==> config.mk <==
export PLATFORM = sky130hd
export DESIGN_NAME = rv64g_l2_refill_seq
export DESIGN_NICKNAME = d
export VERILOG_FILES = /design/src/rtl/rv64g_l2_pkg.sv /design/src/rtl/rv64g_l2_refill_seq.sv
export SDC_FILE = /design/constraint.sdc
export NUM_CORES = 1
export LEC_CHECK = 0
export ABC_AREA = 1
export BUFFER_PORTS_ARGS = -buffer_cell sky130_fd_sc_hd__buf_2
export CAP_MARGIN = 20
export CORE_AREA = 8 8 151 153
export CTS_CLUSTER_DIAMETER = 100
export CTS_CLUSTER_SIZE = 20
export DETAILED_ROUTE_END_ITERATION = 6
export DIE_AREA = 0 0 159 161
export MAX_ROUTING_LAYER = met4
export PLACE_DENSITY = 0.58
export SETUP_SLACK_MARGIN = 0.5
export SYNTH_ARGS = -nofsm -noshare
export SYNTH_HDL_FRONTEND = slang
export SYNTH_SLANG_ARGS = --single-unit
==> constraint.sdc <==
create_clock -name clk_i -period 2.6 [get_ports clk_i]
set_clock_uncertainty 0.2 [all_clocks]
set_input_delay 0.52 -clock clk_i [delete_from_list [all_inputs] [get_ports clk_i]]
set_output_delay 0.52 -clock clk_i [all_outputs]
set_load 0.05 [all_outputs]
==> src/rtl/rv64g_l2_pkg.sv <==
// Shared L2 constants and the refill sequencer state encoding.
package rv64g_l2_pkg;

  localparam int WORD_W    = 64;
  localparam int BE_W      = 8;
  localparam int CNT_W     = 3;
  localparam int BEATS_DEF = 8;

  typedef logic [2:0] state_t;

  localparam state_t ST_IDLE    = 3'd0;
  localparam state_t ST_RD_ADDR = 3'd1;
  localparam state_t ST_RD_DATA = 3'd2;
  localparam state_t ST_FILL    = 3'd3;
  localparam state_t ST_DONE    = 3'd4;

endpackage

==> src/rtl/rv64g_l2_refill_seq.sv <==
// L2 line refill sequencer: optional victim read-out to the writeback port,
// then one array write per accepted fill beat, then a single done pulse.
module rv64g_l2_refill_seq
  import rv64g_l2_pkg::*;
#(
  parameter int IDX_W = 8,
  parameter int WAY_W = 4,
  parameter int TAG_W = 50,
  parameter int BEATS = BEATS_DEF
) (
  input  logic                clk_i,
  input  logic                rst_ni,
  input  logic                req_valid_i,
  output logic                req_ready_o,
  input  logic                req_evict_i,
  input  logic [IDX_W-1:0]    req_index_i,
  input  logic [WAY_W-1:0]    req_way_i,
  input  logic [TAG_W-1:0]    req_tag_i,
  input  logic                fill_valid_i,
  output logic                fill_ready_o,
  input  logic [WORD_W-1:0]   fill_data_i,
  output logic                wb_valid_o,
  input  logic                wb_ready_i,
  output logic [WORD_W-1:0]   wb_data_o,
  output logic                wb_last_o,
  output logic [IDX_W-1:0]    arr_index_o,
  output logic [CNT_W-1:0]    arr_word_sel_o,
  output logic [WAY_W-1:0]    arr_way_sel_o,
  output logic                arr_write_en_o,
  output logic [BE_W-1:0]     arr_be_o,
  output logic [TAG_W-1:0]    arr_tag_o,
  output logic [WORD_W-1:0]   arr_wdata_o,
  input  logic [WORD_W-1:0]   arr_rdata_i,
  output logic                busy_o,
  output logic                done_o
);

  localparam logic [CNT_W-1:0] LAST = CNT_W'(BEATS - 1);

  state_t             state_q, state_d;
  logic [CNT_W-1:0]   cnt_q, cnt_d;
  logic [WORD_W-1:0]  wb_data_q;
  logic [IDX_W-1:0]   idx_q;
  logic [WAY_W-1:0]   way_q;
  logic [TAG_W-1:0]   tag_q;
  logic               req_hs, wb_hs, fill_hs;

  // Ready is held low while reset is asserted so nothing is offered mid-reset.
  assign req_ready_o  = (state_q == ST_IDLE) && rst_ni;
  assign req_hs       = req_valid_i && req_ready_o;
  assign wb_valid_o   = (state_q == ST_RD_DATA);
  assign wb_hs        = wb_valid_o && wb_ready_i;
  assign fill_ready_o = (state_q == ST_FILL);
  assign fill_hs      = fill_ready_o && fill_valid_i;

  always_comb begin
    state_d = state_q;
    cnt_d   = cnt_q;
    case (state_q)
      ST_IDLE: begin
        if (req_hs) begin
          cnt_d   = '0;
          state_d = req_evict_i ? ST_RD_ADDR : ST_FILL;
        end
      end
      ST_RD_ADDR: state_d = ST_RD_DATA;
      ST_RD_DATA: begin
        if (wb_hs) begin
          if (cnt_q == LAST) begin
            cnt_d   = '0;
            state_d = ST_FILL;
          end else begin
            cnt_d   = cnt_q + 3'd1;
            state_d = ST_RD_ADDR;
          end
        end
      end
      ST_FILL: begin
        if (fill_hs) begin
          if (cnt_q == LAST) begin
            cnt_d   = '0;
            state_d = ST_DONE;
          end else begin
            cnt_d   = cnt_q + 3'd1;
          end
        end
      end
      ST_DONE: state_d = ST_IDLE;
      default: state_d = ST_IDLE;
    endcase
  end

  always_ff @(posedge clk_i or negedge rst_ni) begin
    if (!rst_ni) begin
      state_q   <= ST_IDLE;
      cnt_q     <= '0;
      wb_data_q <= '0;
    end else begin
      state_q <= state_d;
      cnt_q   <= cnt_d;
      // The array read addressed in RD_ADDR is captured as RD_DATA is entered.
      if (state_q == ST_RD_ADDR) wb_data_q <= arr_rdata_i;
    end
  end

  always_ff @(posedge clk_i) begin
    if (req_hs) begin
      idx_q <= req_index_i;
      way_q <= req_way_i;
      tag_q <= req_tag_i;
    end
  end

  assign wb_data_o      = wb_data_q;
  assign wb_last_o      = wb_valid_o && (cnt_q == LAST);
  assign arr_index_o    = idx_q;
  assign arr_way_sel_o  = way_q;
  assign arr_word_sel_o = cnt_q;
  assign arr_write_en_o = fill_hs;
  assign arr_be_o       = fill_hs ? {BE_W{1'b1}} : {BE_W{1'b0}};
  assign arr_tag_o      = tag_q;
  assign arr_wdata_o    = fill_data_i;
  assign busy_o         = (state_q != ST_IDLE);
  assign done_o         = (state_q == ST_DONE);

endmodule

==> results.toml <==
[synth]
synth_top_area_frac = 0.346
synth_edf_count = 62
ys_warn_count = 0
syn_inst = 331
ys_ff_latch = 132
yosysTopAreaCell = "edfxtp_1"
avgSynthCellArea_um2 = 16.2
synth.cell_area_um2 = 5380
synth_top_flop_cell = "dfrtp_1"
async_flop_share = 0.530
synth_area_leaders = "edfxtp_1 35%, dfrtp_1 33%, mux2_4 14%"
synth_cell_types = 18
ys_seq_area_frac = 0.672
synthesis.nets = 529

[critical_path]
path_cells = "nor2_4 > nand2_4 > nor2_4 > buf_6"
start_kind = "register"
cp-endpoint = "arr_be_o[4]"
worstPathArrival_ns = 1.45
crit_top_cell = "nor2_4"
startpoint = "state_q[2]"
worstPathMaxFanout = 5
r2r_start = "state_q[0]"
worst_path_largest_cell_delay_ns = 0.45
slowest_stage = "dfrtp_2"
setup.worst_path.end_class = "primary output"
regToRegEndpoint = "arr_tag_o[20]"
reg2reg_slack_ns = 0.68
r2r_cells = 6
crit_type = "reg2out"
worstPathRequired_ns = 1.88

[clocking]
cts.htree.levels = 4
cts.sink_count = 132
clk_latency_ns = 0.40
numCtsBuffers = 17
clockBufferDepth = 2
ctsRootBufferMaster = "clkbuf_16"
cts_tree = "done"
cts.reportedPaths.clkPinSlew_ns = 0.07

[route]
drt_pass1_iterations = 4
drtAntennaViolNets = 0
drt_iter0_drc = 83
vias = 3408
drc = 0
avgViaCountPerCell = 3.92
wl_um = 15100
wl_per_cell_um = 17.3

[global_routing]
grt_max_degree = 44
antenna_found_initial = 3
grt_pass1_vias = 3786
grt_pass1_wl_um = 22900
grtUsageTotal = 0.120
gr-total-overflow = 0

[placed_design]
gp_congestion = 0.803
place_area_um2 = 6620
dp_slack_ns = 0.435
hpwl_um = 11400
portBuffers = 275

[die]
die_w_um = 159
num_rows = 53
initial_utilization = 0.262
dieArea_um2 = 25600
fp.dieH_um = 161
core_um2 = 20600
io_pins = 404

[sta]
drv_slew = 0
tns_ns = 0
final-hold-violation-count = 0
fin_crit_sh = 0.834
max_freq_mhz = 461
rsz0062_at_grt = "true"
finalSetupViolations = 0
slew_headroom = 0.622
layout_setup_ws_ns = 0.433
tightest_slew_ns = 0.568
min_period_ns = 2.17

[layout]
nets = 776
fin_area_um2 = 7630
final_common_cell = "buf_2"
layout_common_cells = "259 x buf_2, 66 x dfrtp_1, 62 x edfxtp_1, 49 x mux2_4, 25 x buf_4"
fillers = 1971
drive_above_1_share = 0.712
area_delta_synth_final_pct = 41.9

[power_and_ir_drop]
finalPower_mw = 11.4
irDropWorstVdd_v = 0.000750
power_density_nw_per_um2 = 1490
p_leak_nw = 3.66

[run_status]
status = "completed"

[job]
drv_cap = 0

[worst_hold_path]
hp-class = "in2reg"
[stage by stage]
stage / std cells / hold WS (ns) / util
2_1_floorplan: 331 / 0.0244 / -
3_3_place_gp: 810 / 0.278 / 0.322
3_5_place_dp: 810 / 0.286 / 0.322
4_1_cts: 861 / 0.0542 / 0.367
5_1_grt: 869 / 0.0497 / 0.371
6_report: 869 / 0.0813 / 0.371
[synthesized netlist by cell type (3+ instances only)]
master and number:
dfrtp_1 70, mux2_2 15, mux2_4 49, edfxtp_1 62, nand2_1 19, buf_4 72
buf_6 6, nand3_1 3, nor2_1 13, inv_1 11
[layer usage]
layer	vias to the layer above	part of all wire	GRT usage
met1	1584	0.41	0.136
li1	1564	-	-
met2	242	0.47	0.181
met4	0	0.013	0.0386
met5	-	0	-
met3	18	0.10	0.0606
[logic make-up (layout without fill, tap and decap cells)]
logic type      after synthesis  in the layout  synth area share
flops                       132            132             0.672
buf+inv                      91            350             0.122
mux                          64             64             0.168
simple gates                 38             39            0.0291
compound gates                4              4           0.00372
fa+ha+maj                     2              2           0.00465
other cells                   0              3                 0
[worst max-delay path: cells and delay by family, from the launching register on]
| kind | cells | cell delay (ns) |
|---|---|---|
| flip-flops | 1 | 0.45 |
| buffers and inverters | 1 | 0.19 |
| AND/OR/NAND/NOR | 3 | 0.39 |
[state kept, by name, summed over array words and instances, names as in the netlist]
signal / cells
arr_index_o: 8
arr_tag_o: 50
arr_way_sel_o: 4
state_q: 3
arr_word_sel_o: 3
wb_data_o: 64
[report_power, final]
part	internal, mW	total (mW)	leakage (nW)	switching (mW)
sequential	2.90	3.24	1.38	0.340
clock	1.44	2.37	0.287	0.936
combinational	1.99	5.76	1.99	3.77
[cell type report]
| class | count | area (um2) | area share |
|---|---|---|---|
| Antenna cell | 3 | 7.51 | 0.000984 |
| Clock buffer | 22 | 518 | 0.0679 |
| Tap cell | 275 | 344 | 0.0451 |
| Clock inverter | 10 | 82.6 | 0.0108 |
| Multi-Input combinational cell | 109 | 1230 | 0.161 |
| Timing Repair Buffer | 306 | 1780 | 0.234 |
| Inverter | 12 | 48.8 | 0.00640 |
| Sequential cell | 132 | 3620 | 0.474 |
[timing repair]
item	in CTS	in global routing
endpoints found under the hold margin	27	0
gates resized for setup	48	10
hold buffers	1	0
pin swaps	6	5
setup endpoints to repair	60	73
buffers inserted	17	5
cloned	1	0
[worst min-delay path by stage]
stage | from | end | cells past startpoint | slack (ns)
4_1_cts | req_tag_i[46] | arr_tag_o[46] | 1 | 0.05
5_1_grt | req_way_i[1] | arr_way_sel_o[1] | 1 | 0.05
3_5_place_dp | wb_data_o[24] | wb_data_o[24] | 1 | 0.29
3_3_place_gp | arr_word_sel_o[1] | arr_word_sel_o[1] | 2 | 0.28
6_report | req_tag_i[46] | arr_tag_o[46] | 1 | 0.08
2_1_floorplan | rst_ni | arr_word_sel_o[0] | 0 | 0.02
No activity file was read; power rests on OpenSTA's default activity.
